--- src/rtl/memory_arbiter_if.sv ---
// Bundles the I-port, D-port and memory-side signals of the arbiter.
// master: the arbiter itself; slave: the caches plus the memory around it.
// All signals are plain 32-bit words or single-bit strobes.
interface memory_arbiter_if;
    logic        i_req;
    logic [31:0] i_addr;
    logic        i_burst;
    logic        i_ack;
    logic        i_rvalid;
    logic [31:0] i_rdata;
    logic        i_done;

    logic        d_req;
    logic [31:0] d_addr;
    logic [31:0] d_wdata;
    logic        d_we;
    logic        d_byte;
    logic        d_burst;
    logic        d_ack;
    logic        d_rvalid;
    logic [31:0] d_rdata;
    logic        d_done;

    logic [31:0] mem_addr;
    logic [31:0] mem_data_in;
    logic [31:0] mem_data_out;
    logic        mem_master_enable;
    logic        mem_write_enable;
    logic        mem_byte_enable;

    modport master (
        input  i_req, i_addr, i_burst,
        input  d_req, d_addr, d_wdata, d_we, d_byte, d_burst,
        input  mem_data_out,
        output i_ack, i_rvalid, i_rdata, i_done,
        output d_ack, d_rvalid, d_rdata, d_done,
        output mem_addr, mem_data_in, mem_master_enable, mem_write_enable, mem_byte_enable
    );

    modport slave (
        output i_req, i_addr, i_burst,
        output d_req, d_addr, d_wdata, d_we, d_byte, d_burst,
        output mem_data_out,
        input  i_ack, i_rvalid, i_rdata, i_done,
        input  d_ack, d_rvalid, d_rdata, d_done,
        input  mem_addr, mem_data_in, mem_master_enable, mem_write_enable, mem_byte_enable
    );
endinterface

--- src/rtl/memory_arbiter.sv ---
// Round-robin arbiter sharing one memory between the I and D ports; single, byte and wrapped line bursts.
// Latency: ack one cycle after req is sampled, each beat MEM_LATENCY cycles, rvalid/done the cycle after the last wait.
// Backpressure: losing requester holds req until ack; one transaction in flight, IDLE cycle between transactions.
module memory_arbiter #(
    parameter int MEM_LATENCY = 1,
    parameter int LINE_WORDS  = 4
) (
    input  logic             clk,
    input  logic             reset,
    memory_arbiter_if.master bus
);
    localparam int LB = $clog2(LINE_WORDS);
    localparam int WW = (MEM_LATENCY > 1) ? $clog2(MEM_LATENCY) : 1;
    localparam logic [WW-1:0] LAST_WAIT = WW'(MEM_LATENCY - 1);
    localparam logic [LB-1:0] LAST_BEAT = LB'(LINE_WORDS - 1);

    typedef enum logic {IDLE, ACCESS} state_t;

    state_t        state_q;
    logic          owner_q;        // 0 = I port, 1 = D port
    logic          last_grant_q;   // port granted most recently
    logic [31:2]   line_q;         // word address of the first beat
    logic          we_q;
    logic          burst_q;
    logic [LB-1:0] beat_q;
    logic [WW-1:0] wait_q;

    logic          i_ack_q, i_rvalid_q, i_done_q;
    logic          d_ack_q, d_rvalid_q, d_done_q;
    logic [31:0]   i_rdata_q, d_rdata_q;
    logic [31:0]   mem_addr_q, mem_data_in_q;
    logic          mem_master_enable_q, mem_write_enable_q, mem_byte_enable_q;

    logic          grant_d;
    logic [31:0]   addr_d;
    logic          we_d, byte_d, burst_d;
    logic [LB-1:0] idx_d;
    logic [31:0]   next_addr_d;
    logic          last_beat_d;

    // Arbitration choice and the wrapped address of the following burst beat.
    always_comb begin
        grant_d = bus.d_req;
        if (bus.i_req && bus.d_req) begin
            grant_d = ~last_grant_q;
        end
        addr_d      = grant_d ? bus.d_addr : bus.i_addr;
        we_d        = grant_d & bus.d_we;
        byte_d      = grant_d & bus.d_byte;
        burst_d     = grant_d ? (bus.d_burst & ~bus.d_we & ~bus.d_byte) : bus.i_burst;
        idx_d       = line_q[LB+1:2] + beat_q + LB'(1);
        next_addr_d = {line_q[31:LB+2], idx_d, 2'b00};
        last_beat_d = ~burst_q | (beat_q == LAST_BEAT);
    end

    // IDLE/ACCESS sequencer with all outputs registered.
    always_ff @(posedge clk) begin
        if (!reset) begin
            state_q             <= IDLE;
            owner_q             <= 1'b0;
            last_grant_q        <= 1'b1;
            line_q              <= '0;
            we_q                <= 1'b0;
            burst_q             <= 1'b0;
            beat_q              <= '0;
            wait_q              <= '0;
            i_ack_q             <= 1'b0;
            i_rvalid_q          <= 1'b0;
            i_done_q            <= 1'b0;
            d_ack_q             <= 1'b0;
            d_rvalid_q          <= 1'b0;
            d_done_q            <= 1'b0;
            i_rdata_q           <= '0;
            d_rdata_q           <= '0;
            mem_addr_q          <= '0;
            mem_data_in_q       <= '0;
            mem_master_enable_q <= 1'b0;
            mem_write_enable_q  <= 1'b0;
            mem_byte_enable_q   <= 1'b0;
        end else begin
            i_ack_q    <= 1'b0;
            d_ack_q    <= 1'b0;
            i_rvalid_q <= 1'b0;
            d_rvalid_q <= 1'b0;
            i_done_q   <= 1'b0;
            d_done_q   <= 1'b0;
            case (state_q)
                IDLE: begin
                    if (bus.i_req || bus.d_req) begin
                        state_q             <= ACCESS;
                        owner_q             <= grant_d;
                        last_grant_q        <= grant_d;
                        line_q              <= addr_d[31:2];
                        we_q                <= we_d;
                        burst_q             <= burst_d;
                        beat_q              <= '0;
                        wait_q              <= '0;
                        i_ack_q             <= ~grant_d;
                        d_ack_q             <= grant_d;
                        mem_addr_q          <= addr_d;
                        mem_data_in_q       <= grant_d ? bus.d_wdata : 32'h0;
                        mem_master_enable_q <= 1'b1;
                        mem_write_enable_q  <= we_d;
                        mem_byte_enable_q   <= byte_d;
                    end
                end
                ACCESS: begin
                    if (wait_q == LAST_WAIT) begin
                        wait_q <= '0;
                        if (!we_q) begin
                            if (owner_q) begin
                                d_rvalid_q <= 1'b1;
                                d_rdata_q  <= bus.mem_data_out;
                            end else begin
                                i_rvalid_q <= 1'b1;
                                i_rdata_q  <= bus.mem_data_out;
                            end
                        end
                        if (last_beat_d) begin
                            // Last beat: report completion and release the memory.
                            i_done_q            <= ~owner_q;
                            d_done_q            <= owner_q;
                            state_q             <= IDLE;
                            mem_addr_q          <= '0;
                            mem_data_in_q       <= '0;
                            mem_master_enable_q <= 1'b0;
                            mem_write_enable_q  <= 1'b0;
                            mem_byte_enable_q   <= 1'b0;
                        end else begin
                            beat_q     <= beat_q + LB'(1);
                            mem_addr_q <= next_addr_d;
                        end
                    end else begin
                        wait_q <= wait_q + WW'(1);
                    end
                end
                default: state_q <= IDLE;
            endcase
        end
    end

    assign bus.i_ack             = i_ack_q;
    assign bus.i_rvalid          = i_rvalid_q;
    assign bus.i_rdata           = i_rdata_q;
    assign bus.i_done            = i_done_q;
    assign bus.d_ack             = d_ack_q;
    assign bus.d_rvalid          = d_rvalid_q;
    assign bus.d_rdata           = d_rdata_q;
    assign bus.d_done            = d_done_q;
    assign bus.mem_addr          = mem_addr_q;
    assign bus.mem_data_in       = mem_data_in_q;
    assign bus.mem_master_enable = mem_master_enable_q;
    assign bus.mem_write_enable  = mem_write_enable_q;
    assign bus.mem_byte_enable   = mem_byte_enable_q;
endmodule

--- src/flat_wrapper.sv ---
// flat-port wrapper written by rule: the top's interface ports become plain ports
module memory_arbiter_flat 
#(
    parameter int MEM_LATENCY = 1,
    parameter int LINE_WORDS  = 4
)
  (clk, reset, bus_i_req, bus_i_addr, bus_i_burst, bus_d_req, bus_d_addr, bus_d_wdata, bus_d_we, bus_d_byte, bus_d_burst, bus_mem_data_out, bus_i_ack, bus_i_rvalid, bus_i_rdata, bus_i_done, bus_d_ack, bus_d_rvalid, bus_d_rdata, bus_d_done, bus_mem_addr, bus_mem_data_in, bus_mem_master_enable, bus_mem_write_enable, bus_mem_byte_enable);
  memory_arbiter_if bus_i ();
  input  logic clk;
  input  logic reset;
  input wire logic [$bits(bus_i.i_req)-1:0] bus_i_req;
  input wire logic [$bits(bus_i.i_addr)-1:0] bus_i_addr;
  input wire logic [$bits(bus_i.i_burst)-1:0] bus_i_burst;
  input wire logic [$bits(bus_i.d_req)-1:0] bus_d_req;
  input wire logic [$bits(bus_i.d_addr)-1:0] bus_d_addr;
  input wire logic [$bits(bus_i.d_wdata)-1:0] bus_d_wdata;
  input wire logic [$bits(bus_i.d_we)-1:0] bus_d_we;
  input wire logic [$bits(bus_i.d_byte)-1:0] bus_d_byte;
  input wire logic [$bits(bus_i.d_burst)-1:0] bus_d_burst;
  input wire logic [$bits(bus_i.mem_data_out)-1:0] bus_mem_data_out;
  output wire logic [$bits(bus_i.i_ack)-1:0] bus_i_ack;
  output wire logic [$bits(bus_i.i_rvalid)-1:0] bus_i_rvalid;
  output wire logic [$bits(bus_i.i_rdata)-1:0] bus_i_rdata;
  output wire logic [$bits(bus_i.i_done)-1:0] bus_i_done;
  output wire logic [$bits(bus_i.d_ack)-1:0] bus_d_ack;
  output wire logic [$bits(bus_i.d_rvalid)-1:0] bus_d_rvalid;
  output wire logic [$bits(bus_i.d_rdata)-1:0] bus_d_rdata;
  output wire logic [$bits(bus_i.d_done)-1:0] bus_d_done;
  output wire logic [$bits(bus_i.mem_addr)-1:0] bus_mem_addr;
  output wire logic [$bits(bus_i.mem_data_in)-1:0] bus_mem_data_in;
  output wire logic [$bits(bus_i.mem_master_enable)-1:0] bus_mem_master_enable;
  output wire logic [$bits(bus_i.mem_write_enable)-1:0] bus_mem_write_enable;
  output wire logic [$bits(bus_i.mem_byte_enable)-1:0] bus_mem_byte_enable;
  assign bus_i.i_req = bus_i_req;
  assign bus_i.i_addr = bus_i_addr;
  assign bus_i.i_burst = bus_i_burst;
  assign bus_i.d_req = bus_d_req;
  assign bus_i.d_addr = bus_d_addr;
  assign bus_i.d_wdata = bus_d_wdata;
  assign bus_i.d_we = bus_d_we;
  assign bus_i.d_byte = bus_d_byte;
  assign bus_i.d_burst = bus_d_burst;
  assign bus_i.mem_data_out = bus_mem_data_out;
  assign bus_i_ack = bus_i.i_ack;
  assign bus_i_rvalid = bus_i.i_rvalid;
  assign bus_i_rdata = bus_i.i_rdata;
  assign bus_i_done = bus_i.i_done;
  assign bus_d_ack = bus_i.d_ack;
  assign bus_d_rvalid = bus_i.d_rvalid;
  assign bus_d_rdata = bus_i.d_rdata;
  assign bus_d_done = bus_i.d_done;
  assign bus_mem_addr = bus_i.mem_addr;
  assign bus_mem_data_in = bus_i.mem_data_in;
  assign bus_mem_master_enable = bus_i.mem_master_enable;
  assign bus_mem_write_enable = bus_i.mem_write_enable;
  assign bus_mem_byte_enable = bus_i.mem_byte_enable;
  memory_arbiter #(.MEM_LATENCY(MEM_LATENCY), .LINE_WORDS(LINE_WORDS)) u_core (.clk(clk), .reset(reset), .bus(bus_i));
endmodule
--- config.mk ---
export PLATFORM = sky130hd
export DESIGN_NAME = memory_arbiter_flat
export DESIGN_NICKNAME = d
export VERILOG_FILES = /design/src/rtl/memory_arbiter_if.sv /design/src/rtl/memory_arbiter.sv /design/src/flat_wrapper.sv
export SDC_FILE = /design/constraint.sdc
export NUM_CORES = 1
export LEC_CHECK = 0
export BUFFER_PORTS_ARGS = -buffer_cell sky130_fd_sc_hd__buf_2
export CELL_PAD_IN_SITES_DETAIL_PLACEMENT = 1
export CELL_PAD_IN_SITES_GLOBAL_PLACEMENT = 2
export CORE_MARGIN = 1
export CORE_UTILIZATION = 25
export CTS_CLUSTER_DIAMETER = 50
export DETAILED_ROUTE_END_ITERATION = 10
export GPL_TIMING_DRIVEN = 0
export PLACE_DENSITY = 0.85
export SKIP_CTS_REPAIR_TIMING = 1
export SKIP_LAST_GASP = 1
export SLEW_MARGIN = 40
export SYNTH_ARGS = -nofsm -noshare
export SYNTH_HDL_FRONTEND = slang
export SYNTH_SLANG_ARGS = --single-unit
--- constraint.sdc ---
create_clock -name clk -period 1.3 [get_ports clk]
set_input_delay 0.195 -clock clk [delete_from_list [all_inputs] [get_ports clk]]
set_output_delay 0.195 -clock clk [all_outputs]
set_load 0.03 [all_outputs]
==> impl_metrics.env, run 1 <==
export IMPL_status="finished, violations left"
export IMPL_violations="negative setup slack"
export IMPL_period_share=1.164
export IMPL_drtIter0Drc=283
export IMPL_cp_end_kind="flip-flop"
export IMPL_wl_per_cell_um=18.39
export IMPL_area_growth_pct=47.52
export IMPL_min_from="bus_d_wdata[11]"
export IMPL_coreArea_mm2=0.02688
export IMPL_rsz0062_at_grt="true"
export IMPL_hold_viol=0
export IMPL_multi_input_area_mm2=0.003114
export IMPL_register_area_mm2=0.003496
export IMPL_syn_area_mm2=0.006840
export IMPL_maxCapViolCount=0
export IMPL_die_area_mm2=0.02803
export IMPL_fin_crit_ns=1.513
export IMPL_ys_ff_latch=174
export IMPL_crit_family="simple AND/OR/NAND/NOR gates"
export IMPL_ys_types=40
export IMPL_grt_pass1_vias=6887
export IMPL_grt_first_pass_wirelength_mm=38.53
export IMPL_peakVddDrop_mv=0.6673
export IMPL_cp_start_kind="flip-flop"
export IMPL_fin_ws_ns=-0.2128
export IMPL_holdPathStages=2
export IMPL_cpPeakStageDelay_ns=0.44
export IMPL_max_freq_mhz=661.0
export IMPL_synth_area_leader_cell="dfxtp_1"
export IMPL_cts_sinks=174
export IMPL_power_density_mw_per_mm2=1378
export IMPL_hold_slack_ns=0.01391
export IMPL_antenna_found_initial=4
export IMPL_synth_area_leaders="dfxtp_1 51%, nand2_1 7.6%, a21boi_0 7.5%"
export IMPL_worstRegToRegCells=5
export IMPL_synth_top_cell_area_share=0.5092
export IMPL_port_buffers=270
export IMPL_num_rows=60
export IMPL_r2r_setup_slack_ns=-0.21
export IMPL_die_w_um=167.4
export IMPL_fillCellCount=3159
export IMPL_io_pins=273
export IMPL_yosysWarnings=0
export IMPL_gp_congestion=0.7384
export IMPL_clk_pin_slew_ns=0.07
export IMPL_hpwl_mm=18.41
export IMPL_routed_wl_mm=26.36
export IMPL_path_max_fanout=7
export IMPL_postSynthCellCount=742
export IMPL_holdPathEnd="u_core.bus.mem_data_in[11]"
export IMPL_arrival_ns=1.87
export IMPL_setup_viol=103
export IMPL_drv_slew=0
export IMPL_required_ns=1.65
export IMPL_viasPerCell=4.798
export IMPL_reg2reg_to="u_core.bus.mem_data_in[6]"
export IMPL_crit_type="flip-flop to flip-flop"
export IMPL_cts_tree="built"
export IMPL_clockBufferDepth=2
export IMPL_fin_util=0.3755
export IMPL_nets=1213
export IMPL_cts_inserted_buffers=17
export IMPL_slew_headroom=0.6215
export IMPL_drive_gt1_frac=0.3676
export IMPL_hp_class="input port to flip-flop"
export IMPL_die_height_um=167.4
export IMPL_drc=0
export IMPL_timing_rr_start="u_core.state_q"
export IMPL_grt_usage=0.1755
export IMPL_initial_core_util=0.2545
export IMPL_root_buffer="clkbuf_16"
export IMPL_firstDrtPassIters=4
export IMPL_finalSetupTns_ns=-7.072
export IMPL_grt_max_degree=17
export IMPL_path_cells="or3_4 > a21boi_4 > buf_12 > buf_4 > a22o_1"
export IMPL_crit_buf_inv=2
export IMPL_cp_slowest_cell="or3_4"
export IMPL_avgSynthCellArea_um2=9.219
export IMPL_grt_ovfl_total=0
export IMPL_p_leak_nw=4.509
export IMPL_worst_slew_pin_slew_ns=0.5678
export IMPL_worstSkewPairLatency_ns=0.42
export IMPL_vias=6876
export IMPL_synth_seq_area_share=0.5092
export IMPL_h_tree_depth=4
export IMPL_worst_clock_skew_ns=0.01102
export IMPL_ant_nets=0
export IMPL_syn_nets=880
==> cells by family after synthesis <==
logic type	after synthesis	share of synthesized area
AO/OA/AOI/OAI	239	0.2480
flip-flops	174	0.5092
buffers and inverters	72	0.04811
adder cells (fa/ha/maj)	2	0.003658
XOR/XNOR	1	0.003292
AND/OR/NAND/NOR	224	0.1438
multiplexers	30	0.04390
==> flip-flops by register name, summed over array words and instances (netlist names) <==
name,flops
u_core.beat_q,2
u_core.burst_q,1
u_core.bus.d_ack,1
u_core.bus.d_done,1
u_core.bus.d_rdata,32
u_core.bus.d_rvalid,1
u_core.bus.i_ack,1
u_core.bus.i_done,1
u_core.bus.i_rdata,32
u_core.bus.i_rvalid,1
u_core.bus.mem_addr,32
u_core.bus.mem_byte_enable,1
u_core.bus.mem_data_in,32
u_core.bus.mem_master_enable,1
u_core.bus.mem_write_enable,1
u_core.last_grant_q,1
u_core.line_q,30
u_core.owner_q,1
u_core.state_q,1
u_core.we_q,1
==> synth_stat cells <==
library cell and n:
or3_4 1, nor3b_2 1, buf_2 29, inv_2 1
dfxtp_1 174, nor3_1 1, a22oi_1 1, nand2b_1 2
o21a_1 2, nand2_1 139, and2_1 4, nor2b_1 2
a21bo_2 1, a21oi_1 29, o2bb2ai_1 30, or3b_2 1
o21ba_2 1, buf_1 1, a31oi_1 32, o221ai_1 1
clkbuf_1 32, o21bai_2 1, a21boi_1 3, nand3_1 64
nand3b_1 2, a21boi_2 1, buf_4 6, and3b_1 2
o21ai_1 1, a22o_1 32, o21ai_0 34, inv_1 3
a21boi_0 68, mux2i_1 30, a21o_1 1, or2_2 1
ha_1 2, nor2_1 4, xnor3_1 1, a21boi_4 1
==> worst reg2reg max path: stages, from the launching register on <==
cell and delay (ns):
dfxtp_4 0.37, or3_4 0.44, a21boi_4 0.20, buf_12 0.14, buf_4 0.15, a22o_1 0.16
==> how the worst max path moves through the flow <==
stage / from / end / slack [ns] / depth (start not counted)
global route: u_core.beat_q[0] / u_core.bus.mem_data_in[6] / -0.24 / 6
global placement: reset / u_core.bus.d_rdata[4] / -0.62 / 4
floorplan: u_core.beat_q[0] / u_core.bus.mem_data_in[10] / -0.04 / 5
CTS: u_core.state_q / u_core.bus.mem_data_in[28] / -0.46 / 5
detailed placement: reset / u_core.bus.d_rdata[5] / -0.64 / 4
finish: u_core.state_q / u_core.bus.mem_data_in[6] / -0.21 / 5
==> metal layers <==
layer  up-vias  wire length, µm  track usage
met3        31             1307      0.04207
li1       3301                -            -
met1      3339            11710       0.2211
met2       203            12920       0.3007
met4         2              398      0.04108
met5         -               13            0
==> layout by cell type (no fill, tap or decap), types with 2 or more instances in the layout <==
master,synthesis,final
a21boi_4,1,2
nand2_1,139,137
buf_8,0,8
clkinv_4,0,2
nor2_1,4,4
buf_2,29,275
a21oi_2,0,6
buf_4,6,18
clkbuf_1,32,11
a31oi_1,32,32
o21ai_0,34,21
a21boi_1,3,22
inv_6,0,4
dfxtp_2,0,4
a22o_1,32,32
clkbuf_4,0,8
and3b_1,2,2
clkbuf_2,0,8
nand3b_1,2,2
mux2i_1,30,30
dlygate4sd3_1,0,31
buf_6,0,17
buf_12,0,3
clkbuf_16,0,20
dfxtp_4,0,2
diode_2,0,4
bufinv_16,0,3
a21boi_0,68,48
o21a_1,2,2
o21ai_1,1,14
inv_1,3,3
dfxtp_1,174,168
and2_1,4,3
nand2b_1,2,2
clkinvlp_4,0,3
a21oi_1,29,23
o2bb2ai_1,30,30
nand3_1,64,64
==> power breakdown <==
group	total [mW]	leakage (nW)	switching (mW)	internal [mW]
sequential	5.87	1.43	0.198	5.67
clock	5.54	0.293	2.41	3.13
combinational	2.50	2.79	1.51	0.988
==> stage by stage <==
step           setup WS [ns]  cells  area, µm²  power [mW]
4_1_cts              -0.4611   1385       9273       13.76
5_1_grt              -0.2414   1432      10090       14.50
2_1_floorplan       -0.03556    742       6875       7.301
3_3_place_gp         -0.6196   1353       8653       8.148
6_report             -0.2128   1433      10090       13.91
3_5_place_dp         -0.6373   1353       8653       8.192
==> final cells by class <==
| type | instances | share of cell area |
|---|---|---|
| sequential | 174 | 0.3464 |
| multi-input combinational | 496 | 0.3086 |
| timing repair buffer | 316 | 0.1840 |
| buffer | 66 | 0.05480 |
| clock buffer | 19 | 0.04389 |
| tap | 341 | 0.04228 |
| clock inverter | 13 | 0.01748 |
| inverter | 4 | 0.001488 |
| antenna | 4 | 0.0009919 |
Power figures use the tool's default switching activity.
==> run 2, diff against run 1 <==
--- a/config.mk
+++ b/config.mk
@@ -9,11 +9,11 @@
 export CELL_PAD_IN_SITES_DETAIL_PLACEMENT = 1
 export CELL_PAD_IN_SITES_GLOBAL_PLACEMENT = 2
 export CORE_MARGIN = 1
-export CORE_UTILIZATION = 25
+export CORE_UTILIZATION = 28
 export CTS_CLUSTER_DIAMETER = 50
 export DETAILED_ROUTE_END_ITERATION = 10
 export GPL_TIMING_DRIVEN = 0
-export PLACE_DENSITY = 0.85
+export PLACE_DENSITY = 0.89
 export SKIP_CTS_REPAIR_TIMING = 1
 export SKIP_LAST_GASP = 1
 export SLEW_MARGIN = 40
==> constraint.sdc (replaced) <==
create_clock -name clk -period 1.45 [get_ports clk]
set_input_delay 0.2175 -clock clk [delete_from_list [all_inputs] [get_ports clk]]
set_output_delay 0.2175 -clock clk [all_outputs]
set_load 0.03 [all_outputs]
==> impl_metrics.env, run 2 (synthesized netlist as in run 1, its figures left out) <==
export IMPL_area_growth_pct=39.27
export IMPL_cts_inserted_buffers=17
export IMPL_vias=6665
export IMPL_cp_end_kind="flip-flop"
export IMPL_power_internal_mw=8.200
export IMPL_startpoint="u_core.beat_q[1]"
export IMPL_clockBufferDepth=2
export IMPL_grt_usage=0.1911
export IMPL_setup_viol=24
export IMPL_clk_pin_slew_ns=0.08
export IMPL_die_height_um=158.3
export IMPL_worstRegToRegCells=6
export IMPL_period_share=1.030
export IMPL_crit_end="u_core.bus.mem_data_in[11]"
export IMPL_worst_clock_skew_ns=0.01291
export IMPL_p_leak_nw=4.293
export IMPL_hpwl_mm=17.93
export IMPL_wl_per_cell_um=17.82
export IMPL_cts_tree="built"
export IMPL_fin_ws_ns=-0.04298
export IMPL_worst_slew_pin_slew_ns=0.5437
export IMPL_r2r_setup_slack_ns=-0.04
export IMPL_viasPerCell=4.830
export IMPL_timing_rr_start="u_core.beat_q[1]"
export IMPL_reg2reg_to="u_core.bus.mem_data_in[11]"
export IMPL_crit_type="flip-flop to flip-flop"
export IMPL_p_sw_mw=3.698
export IMPL_worstSkewPairLatency_ns=0.43
export IMPL_drc=0
export IMPL_grt_first_pass_wirelength_mm=36.82
export IMPL_max_freq_mhz=669.8
export IMPL_met3_usage=0.04083
export IMPL_drive_gt1_frac=0.3601
export IMPL_grt_max_degree=19
export IMPL_met1_usage=0.2344
export IMPL_peakVddDrop_mv=0.7368
export IMPL_coreArea_mm2=0.02368
export IMPL_path_max_fanout=10
export IMPL_drtIter0Drc=322
export IMPL_finalSetupTns_ns=-0.4325
export IMPL_die_w_um=158.3
export IMPL_met2_usage=0.3360
export IMPL_rsz0062_at_grt="true"
export IMPL_mostFrequentLayoutCells="279 x buf_2, 170 x dfxtp_1, 139 x nand2_1"
export IMPL_p_comb_frac=0.174
export IMPL_die_area_mm2=0.02506
export IMPL_final_common_cell="buf_2"
export IMPL_swShare=0.3108
export IMPL_firstDrtPassIters=4
export IMPL_clkPwrFrac=0.385
export IMPL_routed_wl_mm=24.59
export IMPL_antenna_found_initial=4
export IMPL_nets=1183
export IMPL_required_ns=1.82
export IMPL_hp_class="input port to flip-flop"
export IMPL_p_seq_frac=0.441
export IMPL_holdPathStages=2
export IMPL_cp_start_kind="flip-flop"
export IMPL_root_buffer="clkbuf_16"
export IMPL_ant_nets=0
export IMPL_hold_slack_ns=0.007218
export IMPL_port_buffers=270
export IMPL_arrival_ns=1.86
export IMPL_gp_congestion=0.7811
export IMPL_initial_core_util=0.2888
export IMPL_cts_sinks=174
export IMPL_power_density_mw_per_mm2=1249
export IMPL_top_usage_layer="met2"
export IMPL_status="finished, violations left"
export IMPL_grt_pass1_vias=6818
export IMPL_hold_viol=0
export IMPL_violations="negative setup slack"
export IMPL_drv_slew=0
export IMPL_dpl_worst_slack_ns=-0.4409
export IMPL_fin_crit_ns=1.493
export IMPL_h_tree_depth=4
export IMPL_maxCapViolCount=0
export IMPL_fillCellCount=2869
export IMPL_num_rows=56
export IMPL_io_pins=273
export IMPL_slew_headroom=0.6375
export IMPL_grt_ovfl_total=0
-- run 2: cell types whose count changed in the layout (fill, tap and decap cells not counted), sizes merged --
cell,before,now
bufinv,3,0
clkinv,2,4
diode,4,3
buf,322,316
inv,9,13
clkinvlp,3,0
clkbuf,48,47
dlygate4sd3,31,8
-- run 2: through the flow --
| stage | cells | power, mW | area [µm²] | util |
|---|---|---|---|---|
| finish | 1380 | 11.90 | 9527 | 0.4023 |
| global route | 1379 | 12.45 | 9524 | 0.4022 |
| CTS | 1363 | 11.89 | 9170 | 0.3872 |
| detailed placement | 1331 | 7.309 | 8591 | 0.3627 |
| global placement | 1331 | 7.274 | 8591 | 0.3627 |
| floorplan | 742 | 6.527 | 6840 | - |
-- run 2: critical path, cell delays in order, from the launching register on --
cell	delay (ns)
dfxtp_2	0.35
ha_4	0.17
nand3b_1	0.29
a21boi_4	0.22
buf_12	0.15
buf_8	0.13
a22o_1	0.13
-- run 2: power by group through the flow --
stage | Combinational (mW) | Clock, mW | Sequential (mW)
2_1_floorplan | 0.779 | 0 | 5.75
3_3_place_gp | 1.93 | 0 | 5.34
3_5_place_dp | 1.96 | 0 | 5.35
4_1_cts | 1.96 | 4.69 | 5.24
5_1_grt | 2.25 | 4.91 | 5.29
6_report | 2.07 | 4.58 | 5.25
-- run 2: area by class of cell --
cell class,count,area [µm²],share of cell area
antenna,3,7.507,0.0007880
buffer,65,436.7,0.04584
clock buffer,19,442.9,0.04649
clock inverter,13,136.4,0.01432
inverter,4,15.01,0.001576
multi-input combinational,496,3069,0.3222
sequential,174,3488,0.3662
tap,319,399.1,0.04190
timing repair buffer,287,1531,0.1608
-- run 2: layer usage --
layer  share of wire  vias to the layer above
li1                -                     3249
met1            0.44                     3213
met2            0.49                      182
met3           0.055                       19
met4           0.011                        2
met5         0.00033                        -
-- run 2: worst min-delay path by stage --
stage | from | slack, ns | end
floorplan | bus_d_wdata[10] | 0.35 | u_core.bus.mem_data_in[10]
global placement | bus_d_wdata[15] | 0.43 | u_core.bus.mem_data_in[15]
detailed placement | bus_d_wdata[8] | 0.44 | u_core.bus.mem_data_in[8]
CTS | bus_d_wdata[15] | -0.01 | u_core.bus.mem_data_in[15]
global route | bus_d_wdata[16] | -0.002 | u_core.bus.mem_data_in[16]
finish | bus_d_wdata[21] | 0.007 | u_core.bus.mem_data_in[21]
==> run 3, diff against run 2 <==
--- a/config.mk
+++ b/config.mk
@@ -15,7 +15,6 @@
 export GPL_TIMING_DRIVEN = 0
 export PLACE_DENSITY = 0.89
 export SKIP_CTS_REPAIR_TIMING = 1
-export SKIP_LAST_GASP = 1
 export SLEW_MARGIN = 40
 export SYNTH_ARGS = -nofsm -noshare
 export SYNTH_HDL_FRONTEND = slang
==> impl_metrics.env, run 3 (synthesized netlist as in run 1, its figures left out) <==
export IMPL_status="finished, violations left"
export IMPL_violations="negative setup slack"
export IMPL_fin_crit_ns=1.503
export IMPL_dp_cells=1331
export IMPL_grt_max_degree=19
export IMPL_num_rows=56
export IMPL_port_buffers=270
export IMPL_wl_per_cell_um=17.83
export IMPL_required_ns=1.82
export IMPL_startpoint="u_core.beat_q[1]"
export IMPL_ant_nets=0
export IMPL_mostFrequentLayoutCells="278 x buf_2, 170 x dfxtp_1, 139 x nand2_1"
export IMPL_period_share=1.037
export IMPL_cp_end_kind="flip-flop"
export IMPL_grt_pass1_vias=6818
export IMPL_crit_type="flip-flop to flip-flop"
export IMPL_antenna_found_initial=4
export IMPL_worst_slew_pin_slew_ns=0.5317
export IMPL_maxCapViolCount=0
export IMPL_nets=1183
export IMPL_rsz0062_at_grt="true"
export IMPL_worst_clock_skew_ns=0.01333
export IMPL_coreArea_mm2=0.02368
export IMPL_p_leak_nw=4.298
export IMPL_cp_start_kind="flip-flop"
export IMPL_clk_pin_slew_ns=0.08
export IMPL_die_w_um=158.3
export IMPL_die_area_mm2=0.02506
export IMPL_drtIter0Drc=320
export IMPL_clockBufferDepth=2
export IMPL_drive_gt1_frac=0.3601
export IMPL_drv_slew=0
export IMPL_root_buffer="clkbuf_16"
export IMPL_vias=6666
export IMPL_area_growth_pct=39.60
export IMPL_layoutNonFillerInstCount=1380
export IMPL_grt_ovfl_total=0
export IMPL_h_tree_depth=4
export IMPL_setup_viol=30
export IMPL_min_from="bus_d_wdata[21]"
export IMPL_io_pins=273
export IMPL_initial_core_util=0.2888
export IMPL_fin_ws_ns=-0.05325
export IMPL_arrival_ns=1.87
export IMPL_routed_wl_mm=24.60
export IMPL_cts_inserted_buffers=17
export IMPL_grt_usage=0.1911
export IMPL_cts_sinks=174
export IMPL_power_density_mw_per_mm2=1246
export IMPL_timing_rr_start="u_core.beat_q[1]"
export IMPL_grt_first_pass_wirelength_mm=36.82
export IMPL_fin_util=0.4032
export IMPL_final_common_cell="buf_2"
export IMPL_firstDrtPassIters=4
export IMPL_peakVddDrop_mv=0.7306
export IMPL_viasPerCell=4.830
export IMPL_max_freq_mhz=665.2
export IMPL_gp_congestion=0.7811
export IMPL_hp_class="input port to flip-flop"
export IMPL_hold_viol=0
export IMPL_hpwl_mm=17.93
export IMPL_drc=0
export IMPL_cts_tree="built"
export IMPL_worstSkewPairLatency_ns=0.43
export IMPL_slew_headroom=0.6455
export IMPL_path_max_fanout=10
export IMPL_die_height_um=158.3
-- run 3: power by group --
| group | switching [mW] | internal (mW) | total [mW] |
|---|---|---|---|
| sequential | 0.167 | 5.08 | 5.25 |
| combinational | 1.30 | 0.772 | 2.08 |
| clock | 2.22 | 2.35 | 4.57 |
-- run 3: final timing paths --
| check | endpoint | slack [ns] | depth (start not counted) |
|---|---|---|---|
| min reg2reg | u_core.bus.d_rdata[23] | 0.46 | 2 |
| max | u_core.bus.mem_data_in[11] | -0.05 | 6 |
| max reg2reg | u_core.bus.mem_data_in[11] | -0.05 | 6 |
| min | u_core.bus.mem_data_in[21] | 0.007 | 2 |
-- run 3: cell type report --
cell class              instances  area [µm²]
clock inverters                13       136.4
clock buffers                  19       442.9
multi-input cells             496        3075
diodes                          3       7.507
fillers                      2864       14130
plain buffers                  65       452.9
flip-flops and latches        174        3488
inverters                       4       15.01
repair buffers                287        1531
well taps                     319       399.1
-- run 3: critical path: stages, from the launching register on --
cell and delay, ns:
dfxtp_2 0.35, ha_4 0.17, nand3b_1 0.29, a21boi_4 0.23, buf_12 0.15, buf_8 0.13
a22o_1 0.13
-- run 3: per-layer routing --
metal,GRT usage,part of all wire
met1,0.2344,0.45
met2,0.3360,0.49
met3,0.04083,0.051
met4,0.05082,0.010
met5,0,0.00033
-- run 3: through the flow --
| step | instance area, µm² | setup slack [ns] | setup TNS, ns | hold slack, ns | total power, mW |
|---|---|---|---|---|---|
| after floorplan | 6840 | 0.09159 | 0 | 0.3501 | 6.527 |
| after global routing | 9547 | -0.09294 | -2.305 | -0.002247 | 12.45 |
| after global placement | 8591 | -0.4175 | -44.31 | 0.4326 | 7.274 |
| after CTS | 9170 | -0.4537 | -34.25 | -0.01483 | 11.89 |
| final | 9549 | -0.05325 | -0.7307 | 0.007182 | 11.90 |
| after detailed placement | 8591 | -0.4409 | -47.53 | 0.4399 | 7.309 |
